===== src/rtl/dr_link_pkg.sv =====
// Shared types and the per-bit dual-rail encoder for the clocked-to-async link transmitter.
package dr_link_pkg;

  typedef enum logic {
    ENC_TP,
    ENC_FP
  } enc_t;

  typedef enum logic [1:0] {
    IDLE,
    SEND,
    WAIT_ACK,
    WAIT_RTZ
  } tx_state_t;

  // Next rail pair for one data bit: TP flips exactly one rail, FP drives {d,~d} out of spacer.
  function automatic logic [1:0] dr_encode(input enc_t enc, input logic [1:0] phase_rails,
                                           input logic data);
    logic [1:0] rails;
    if (enc == ENC_FP) rails = {data, ~data};
    else               rails = phase_rails ^ (data ? 2'b10 : 2'b01);
    return rails;
  endfunction

endpackage


===== src/rtl/dr_link_tx_arb_rr.sv =====
// Combinational round-robin search: first set request at or after ptr, wrapping.
module rr_arb #(
  parameter  int unsigned N  = 4,
  localparam int unsigned IW = $clog2(N)
) (
  input  logic [N-1:0]  req,
  input  logic [IW-1:0] ptr,
  output logic [N-1:0]  gnt,
  output logic [IW-1:0] idx,
  output logic          any
);

  logic [IW-1:0] cand;

  always_comb begin
    gnt  = '0;
    idx  = '0;
    any  = 1'b0;
    cand = '0;
    for (int unsigned i = 0; i < N; i++) begin
      cand = IW'((32'(ptr) + i) % N);
      if (!any && req[cand]) begin
        any       = 1'b1;
        idx       = cand;
        gnt[cand] = 1'b1;
      end
    end
  end

endmodule


===== src/rtl/dr_link_tx_arb.sv =====
// Round-robin arbiter and dual-rail (two-phase or four-phase) transmitter for one outgoing
// async link; one token in flight, released by the receiver's completion ack.
module dr_link_tx_arb
  import dr_link_pkg::*;
#(
  parameter               ENC         = "TP",
  parameter  int unsigned WIDTH       = 1,
  parameter  int unsigned N_REQ       = 4,
  parameter  int unsigned SYNC_STAGES = 2,
  parameter  int unsigned TIMEOUT_CYC = 1024,
  localparam int unsigned IW          = $clog2(N_REQ)
) (
  input  logic                         clk,
  input  logic                         rst,
  input  logic [N_REQ-1:0]             req_valid,
  input  logic [N_REQ-1:0][WIDTH-1:0]  req_data,
  output logic [N_REQ-1:0]             req_ready,
  input  logic                         ack_i,
  output logic [WIDTH-1:0][1:0]        out,
  output logic [IW-1:0]                grant_id,
  output logic                         busy,
  output logic                         err
);

  localparam enc_t        ENC_SEL = (ENC == "FP") ? ENC_FP : ENC_TP;
  localparam int unsigned CW      = (TIMEOUT_CYC > 0) ? $clog2(TIMEOUT_CYC + 1) : 1;
  localparam logic [CW-1:0] CNT_MAX = CW'(TIMEOUT_CYC);
  localparam logic [CW-1:0] ERR_AT  = CW'(TIMEOUT_CYC - 1);

  tx_state_t              state, state_nxt;
  logic [IW-1:0]          ptr;
  logic [N_REQ-1:0]       gnt;
  logic [IW-1:0]          win;
  logic                   any;
  logic [SYNC_STAGES-1:0] ack_sync;
  logic                   ack_s, ack_prev, ack_evt;
  logic [CW-1:0]          wait_cnt;
  logic                   in_wait;
  logic [WIDTH-1:0]       win_data;
  logic [WIDTH-1:0][1:0]  enc_rails;

  rr_arb #(.N(N_REQ)) u_arb (
    .req (req_valid),
    .ptr (ptr),
    .gnt (gnt),
    .idx (win),
    .any (any)
  );

  assign ack_s     = ack_sync[SYNC_STAGES-1];
  assign ack_evt   = ack_s ^ ack_prev;
  assign in_wait   = (state == WAIT_ACK) || (state == WAIT_RTZ);
  assign busy      = (state != IDLE);
  assign req_ready = (state == IDLE) ? gnt : '0;

  always_comb begin
    enc_rails = '0;
    win_data  = req_data[win];
    for (int unsigned b = 0; b < WIDTH; b++)
      enc_rails[b] = dr_encode(ENC_SEL, out[b], win_data[b]);
  end

  always_comb begin
    state_nxt = state;
    case (state)
      IDLE:     if (any) state_nxt = SEND;
      SEND:     state_nxt = WAIT_ACK;
      WAIT_ACK: begin
        if (ENC_SEL == ENC_TP) begin
          if (ack_evt) state_nxt = IDLE;
        end else if (ack_s) begin
          state_nxt = WAIT_RTZ;
        end
      end
      WAIT_RTZ: if (!ack_s) state_nxt = IDLE;
      default:  state_nxt = IDLE;
    endcase
  end

  always_ff @(posedge clk) begin
    if (rst) begin
      state    <= IDLE;
      ptr      <= '0;
      grant_id <= '0;
      out      <= '0;
      ack_sync <= '0;
      ack_prev <= 1'b0;
      wait_cnt <= '0;
      err      <= 1'b0;
    end else begin
      state    <= state_nxt;
      ack_sync <= {ack_sync[SYNC_STAGES-2:0], ack_i};
      ack_prev <= ack_s;

      // Rails are loaded on the accept edge so they are already valid during SEND.
      if (state == IDLE && any) begin
        out      <= enc_rails;
        grant_id <= win;
        ptr      <= (win == IW'(N_REQ - 1)) ? '0 : win + 1'b1;
      end
      if (state == WAIT_ACK && state_nxt == WAIT_RTZ) out <= '0;

      // Counter restarts on every state change, so each wait phase is timed separately;
      // err rises on the edge where a continuing wait brings the count to TIMEOUT_CYC.
      if (state_nxt != state)                   wait_cnt <= '0;
      else if (in_wait && wait_cnt != CNT_MAX)  wait_cnt <= wait_cnt + 1'b1;

      if (TIMEOUT_CYC != 0 && in_wait && state_nxt == state && wait_cnt == ERR_AT)
        err <= 1'b1;
    end
  end

endmodule


===== config.mk =====
export PLATFORM = sky130hd
export DESIGN_NAME = dr_link_tx_arb
export DESIGN_NICKNAME = d
export VERILOG_FILES = /design/src/rtl/dr_link_pkg.sv /design/src/rtl/dr_link_tx_arb_rr.sv /design/src/rtl/dr_link_tx_arb.sv
export SDC_FILE = /design/constraint.sdc
export NUM_CORES = 1
export LEC_CHECK = 0
export CAP_MARGIN = 0
export CORE_MARGIN = 8
export CORE_UTILIZATION = 30
export DETAILED_ROUTE_END_ITERATION = 12
export GPL_TIMING_DRIVEN = 0
export HOLD_SLACK_MARGIN = 0.1
export PLACE_DENSITY = 0.52
export SETUP_SLACK_MARGIN = 0.2
export SLEW_MARGIN = 20
export SYNTH_ARGS = -nofsm -noshare
export SYNTH_HDL_FRONTEND = slang
export SYNTH_SLANG_ARGS = --single-unit

===== constraint.sdc =====
create_clock -name clk -period 5.65 [get_ports clk]
set_input_delay 1.13 -clock clk [delete_from_list [all_inputs] [get_ports clk]]
set_output_delay 1.13 -clock clk [all_outputs]
set_load 0.03 [all_outputs]

==> flow_metrics.py, run 1 <==
metrics = {
    "run_status": {
        "status": "complete, no violations",
    },
    "timing": {
        "fin_worst_skew_ns": 0.002105,
        "whs_ns": 0.4422,
        "fin_crit_ns": 4.927,
        "fmax_mhz": 203.0,
        "slew_violations": 0,
        "setup_ws_ns": 0.7230,
        "rsz0062_at_grt": "no",
        "tns_ns": 0,
        "maxSlewHeadroom": 0.6346,
        "tightest_slew_ns": 0.5435,
        "period_share": 0.8720,
        "finalSetupViolations": 0,
        "hold_viol": 0,
    },
    "power_and_ir_drop": {
        "powerDensity_nw_per_um2": 418.1,
        "design_power_total_mw": 0.8170,
        "irDropWorstVdd_uv": 154.8,
        "p_leak_nw": 0.6973,
    },
    "setup_path": {
        "rr_worst_depth": 11,
        "startpoint": "req_valid[2]",
        "r2r-start": "ptr[0]$_SDFFE_PP0P_",
        "worst_setup_path_end_kind": "primary output",
        "path_max_fanout": 10,
        "arrival_ns": 3.80,
        "rrSetupSlack_ns": 2.23,
        "cp.required_ns": 4.52,
        "cp_cell_sequence": "clkdlybuf4s50_1 -> buf_2 -> or3b_1 -> a211o_1 -> a21o_1 -> o31ai_1 -> nand2_1 -> a21oi_1 -> clkdlybuf4s50_1",
        "critPathSlowestCell": "clkdlybuf4s50_1",
        "cp-start-kind": "primary input",
        "max_stage_delay_ns": 0.70,
        "crit_top_cell": "clkdlybuf4s50_1",
        "crit_type": "primary input to primary output",
    },
    "global_routing": {
        "grt_pass1_vias": 1368,
        "grt_max_degree": 14,
        "grt_remaining_overflow": 0,
        "antenna_found_initial": 0,
        "grtUsageTotal": 0.09363,
        "grt_pass1_wl_um": 6058,
    },
    "cts": {
        "htreeDepth": 1,
        "cts-root-buf": "clkbuf_8",
        "holdBufCountCts": 0,
        "cts.reportedPaths.clkPinSlew_ns": 0.08,
        "clk-insertion-delay-late_ns": 0.26,
        "cts_buffers": 3,
        "post-cts-setup-buffer-count": 0,
        "cts_tree": "done",
        "ctsResizeCount": 0,
        "cts_sinks": 23,
        "cts_buffer_depth": 2,
    },
    "finish": {
        "area_growth_pct": 20.06,
        "nFillCells": 577,
        "finalNonFillerCells": 293,
        "fin_nets": 243,
        "utilization": 0.3638,
        "num_antenna_cells": 0,
        "stdcell_area_um2": 1954,
        "drive_gt1_frac": 0.09502,
    },
    "die": {
        "ios": 21,
        "die_w_um": 89.66,
        "core_um2": 5371,
        "die_h_um": 89.66,
        "start_util": 0.3031,
        "die_area_um2": 8039,
        "rows": 27,
    },
    "route": {
        "finalWirelength_um": 3523,
        "met3RoutedLength_um": 117,
        "drc_errors": 0,
        "top_layer": "met4",
        "wl_met1_um": 1741,
        "drt-vias-per-instance": 4.945,
        "drt_iter0_markers": 38,
        "ant_nets": 0,
        "drtPass1Iterations": 4,
        "vias": 1449,
        "wl_per_cell_um": 12.02,
        "met2_length_um": 1642,
    },
    "worst_hold_path": {
        "hold_path_class": "register to register",
        "min_from": "ack_sync[0]$_SDFF_PP0_",
        "hold_depth": 1,
    },
    "logic_synthesis": {
        "async_reset_ff_frac": 0,
        "synth_ff_type": "dfxtp_1",
        "yosysSeqAreaShare": 0.2829,
        "syn_area_um2": 1628,
        "synth_top_area_share": 0.2829,
        "synth_common_cells": "nand2_1, dfxtp_1, nor2_1",
        "ys_warn_count": 0,
        "syn_avg_cell_area_um2": 8.221,
        "synth_seq_cells": 23,
        "synth_edf_count": 0,
        "synth_top_area_cell": "dfxtp_1",
        "netlist_instances": 198,
        "yosysUniqueCellTypes": 44,
        "yosys.cell_count.top_type": "nand2_1",
        "syn_nets": 219,
        "synth_area_leaders": "dfxtp_1, ha_1, nand2_1, nor2_1, a21oi_1",
    },
    "place": {
        "io_buffers": 19,
        "dp_cells": 289,
        "dp_worst_setup_slack_ns": 0.6981,
        "gp_congestion": 0.7998,
        "post-dp-hpwl_um": 2599,
        "placed_area_um2": 1908,
    },
    "job": {
        "drv_cap": 0,
    },
}
final cells by class:
class                           instances  area (um^2)  area share
Multi-Input combinational cell        159         1095      0.5602
Sequential cell                        23        460.4      0.2356
Timing Repair Buffer                   19        190.2     0.09731
Tap cell                               72        90.09     0.04609
Buffer                                 11        53.80     0.02753
Clock buffer                            3        41.29     0.02113
Inverter                                5        18.77    0.009603
Clock inverter                          1        5.005    0.002561
worst paths after layout:
path | to
min reg2reg | ack_sync[1]$_SDFF_PP0_
max reg2reg | out[0]$_SDFFE_PP0P_
min | ack_sync[1]$_SDFF_PP0_
max | req_ready[1]
cells in the final DEF (no fill, tap or decap), drive strengths merged, types with 2 or more instances in the layout:
cell,synthesis,layout
o22ai,2,2
or3,5,5
a31oi,2,2
o21ai,11,11
a221oi,3,3
nor2,21,21
nand3b,2,2
clkbuf,6,9
mux2,4,4
dfxtp,23,23
or2,2,2
nor4b,2,2
buf,5,5
inv,5,5
a22oi,4,4
a21oi,15,15
clkdlybuf4s50,0,19
xnor2,2,2
mux2i,7,7
nand2b,3,3
a211oi,2,2
nand3,2,2
mux4,2,2
xor2,7,7
nand2,26,26
and3,3,3
and2,3,3
nor2b,5,5
nor3,3,3
ha,10,10
a211o,2,2
per-layer routing:
layer,track usage,vias to the layer above
met5,0,-
met4,0.01813,0
met3,0.02639,2
met2,0.1591,24
met1,0.1147,681
li1,-,742
flip-flops by register name, summed over array words and instances (netlist names):
register	cells
ptr	2
out	2
ack_prev	1
state	2
err	1
grant_id	2
wait_cnt	11
ack_sync	2
critical path: cells and delay by family:
| kind | cells | cell delay, ns |
|---|---|---|
| AO/OA/AOI/OAI | 4 | 0.82 |
| buffers and inverters | 3 | 1.37 |
| AND/OR/NAND/NOR | 2 | 0.47 |
where the power goes:
part	switching (mW)	internal, mW	leakage [nW]
Combinational	0.272	0.234	0.484
Clock	0.0540	0.0493	0.0255
Sequential	0.0250	0.183	0.188
Total	0.351	0.466	0.697
cell families after synthesis:
family | after synthesis | synth area share
AOI/OAI and AO/OA | 47 | 0.2006
xor gates and xnor gates | 9 | 0.04843
and+or+nand+nor | 80 | 0.2383
muxes | 13 | 0.1084
buffers and inverters | 16 | 0.04458
DFF | 23 | 0.2829
adders and majority gates | 10 | 0.07686
No activity file was read; power rests on OpenSTA's default activity.
==> run 2, diff against run 1 <==
--- a/config.mk
+++ b/config.mk
@@ -7,11 +7,11 @@
 export LEC_CHECK = 0
 export CAP_MARGIN = 0
 export CORE_MARGIN = 8
-export CORE_UTILIZATION = 30
+export CORE_UTILIZATION = 45
 export DETAILED_ROUTE_END_ITERATION = 12
 export GPL_TIMING_DRIVEN = 0
 export HOLD_SLACK_MARGIN = 0.1
-export PLACE_DENSITY = 0.52
+export PLACE_DENSITY = 0.7
 export SETUP_SLACK_MARGIN = 0.2
 export SLEW_MARGIN = 20
 export SYNTH_ARGS = -nofsm -noshare
==> run 2 against run 1 <==
Cell count down 8.2%. Die area shrank 28%. Critical path depth unchanged. Via count shrank 3.9%. Clock power shrank 28%.
==> flow_metrics.py, run 2 (synthesized netlist as in run 1, its figures left out) <==
metrics = {
    "run_status": {
        "status": "complete, no violations",
    },
    "finish": {
        "area_growth_pct": 16.99,
        "utilization": 0.5322,
        "largest_reg_flops": 11,
        "nFillCells": 375,
        "stdcell_area_um2": 1904,
        "regMostFlops": "wait_cnt",
        "finalNonFillerCells": 269,
        "fin_nets": 243,
        "final_cell_mix": "nand2_1, dfxtp_1, nor2_1",
        "num_antenna_cells": 0,
        "drive_gt1_frac": 0.09050,
        "layout_commonest_cell": "nand2_1",
    },
    "timing": {
        "fin_crit_ns": 4.912,
        "whs_ns": 0.4459,
        "period_share": 0.8694,
        "tightest_slew_ns": 0.5773,
        "fin_worst_skew_ns": 0.006444,
        "rsz0062_at_grt": "no",
        "slew_violations": 0,
        "fmax_mhz": 203.6,
        "hold_viol": 0,
        "tns_ns": 0,
        "finalSetupViolations": 0,
        "maxSlewHeadroom": 0.6119,
        "setup_ws_ns": 0.7376,
    },
    "setup_path": {
        "cp-start-kind": "primary input",
        "r2r-start": "ptr[0]$_SDFFE_PP0P_",
        "cp.required_ns": 4.52,
        "path_max_fanout": 10,
        "rr_worst_depth": 11,
        "crit_type": "primary input to primary output",
        "worst_setup_path_end_kind": "primary output",
        "rrSetupSlack_ns": 2.20,
        "r2r-end": "out[0]$_SDFFE_PP0P_",
        "arrival_ns": 3.78,
    },
    "global_routing": {
        "grtUsageTotal": 0.1101,
        "grt_pass1_vias": 1291,
        "grt_max_degree": 13,
        "grt_pass1_wl_um": 5602,
        "antenna_found_initial": 0,
        "grt_remaining_overflow": 0,
    },
    "place": {
        "placed_area_um2": 1878,
        "gp_congestion": 0.8188,
        "io_buffers": 19,
        "dp_worst_setup_slack_ns": 0.7299,
        "post-dp-hpwl_um": 2427,
        "dp_cells": 265,
    },
    "route": {
        "drt_iter0_markers": 32,
        "drt-vias-per-instance": 5.178,
        "drc_errors": 0,
        "finalWirelength_um": 3245,
        "met3RoutedLength_um": 68,
        "wl_per_cell_um": 12.06,
        "drtPass1Iterations": 4,
        "met2_length_um": 1505,
        "top_layer": "met4",
        "wl_met1_um": 1650,
        "ant_nets": 0,
        "vias": 1393,
    },
    "die": {
        "core_um2": 3578,
        "die_w_um": 76.15,
        "rows": 22,
        "die_area_um2": 5798,
        "die_h_um": 76.15,
        "ios": 21,
        "start_util": 0.4549,
    },
    "cts": {
        "cts-root-buf": "clkbuf_4",
        "post-cts-setup-buffer-count": 0,
        "cts_buffers": 3,
        "cts_sinks": 23,
        "cts.reportedPaths.clkPinSlew_ns": 0.11,
        "cts_tree": "done",
        "cts_buffer_depth": 2,
        "clk-insertion-delay-late_ns": 0.31,
        "ctsResizeCount": 0,
        "htreeDepth": 1,
        "holdBufCountCts": 0,
    },
    "power_and_ir_drop": {
        "design_power_total_mw": 0.7859,
        "irDropWorstVdd_uv": 229.5,
        "powerDensity_nw_per_um2": 412.7,
        "p_leak_nw": 0.6868,
    },
    "worst_hold_path": {
        "hold_end": "ack_sync[1]$_SDFF_PP0_",
        "min_from": "ack_sync[0]$_SDFF_PP0_",
        "hold_path_class": "register to register",
        "hold_depth": 1,
    },
    "job": {
        "drv_cap": 0,
    },
}
-- run 2: how the worst max path moves through the flow --
| stage | startpoint | end | slack, ns | cells past startpoint |
|---|---|---|---|---|
| after CTS | req_valid[2] | req_ready[1] | 0.74 | 9 |
| after global placement | req_valid[2] | req_ready[1] | 0.75 | 9 |
| final | req_valid[2] | req_ready[1] | 0.74 | 9 |
| after global routing | req_valid[2] | req_ready[3] | 0.60 | 9 |
| after detailed placement | req_valid[2] | req_ready[1] | 0.73 | 9 |
| after floorplan | req_valid[2] | req_ready[0] | 1.73 | 7 |
-- run 2: per-layer routing --
layer,vias to the layer above,GRT usage
met3,2,0.02712
met4,0,0.02308
met5,-,0
met2,14,0.1877
li1,747,-
met1,630,0.1359
-- run 2: worst max-delay path, cell delays in order --
cell             delay, ns
clkdlybuf4s50_1       0.46
buf_2                 0.20
or3b_1                0.36
a211o_1               0.30
a21o_1                0.20
o31ai_1               0.17
nand2_1               0.11
a21oi_1               0.16
clkdlybuf4s50_1       0.69
-- run 2: final cells by class --
| class | count | area, um^2 | area share |
|---|---|---|---|
| buffer | 11 | 53.80 | 0.02825 |
| inverter | 5 | 18.77 | 0.009855 |
| multi-input combinational | 159 | 1095 | 0.5749 |
| clock buffer | 4 | 26.28 | 0.01380 |
| tap | 48 | 60.06 | 0.03154 |
| sequential | 23 | 460.4 | 0.2418 |
| timing repair buffer | 19 | 190.2 | 0.09987 |
-- run 2: report_power, final --
group,internal (mW),switching (mW)
registers,0.183,0.0249
logic,0.234,0.270
clock network,0.0276,0.0462
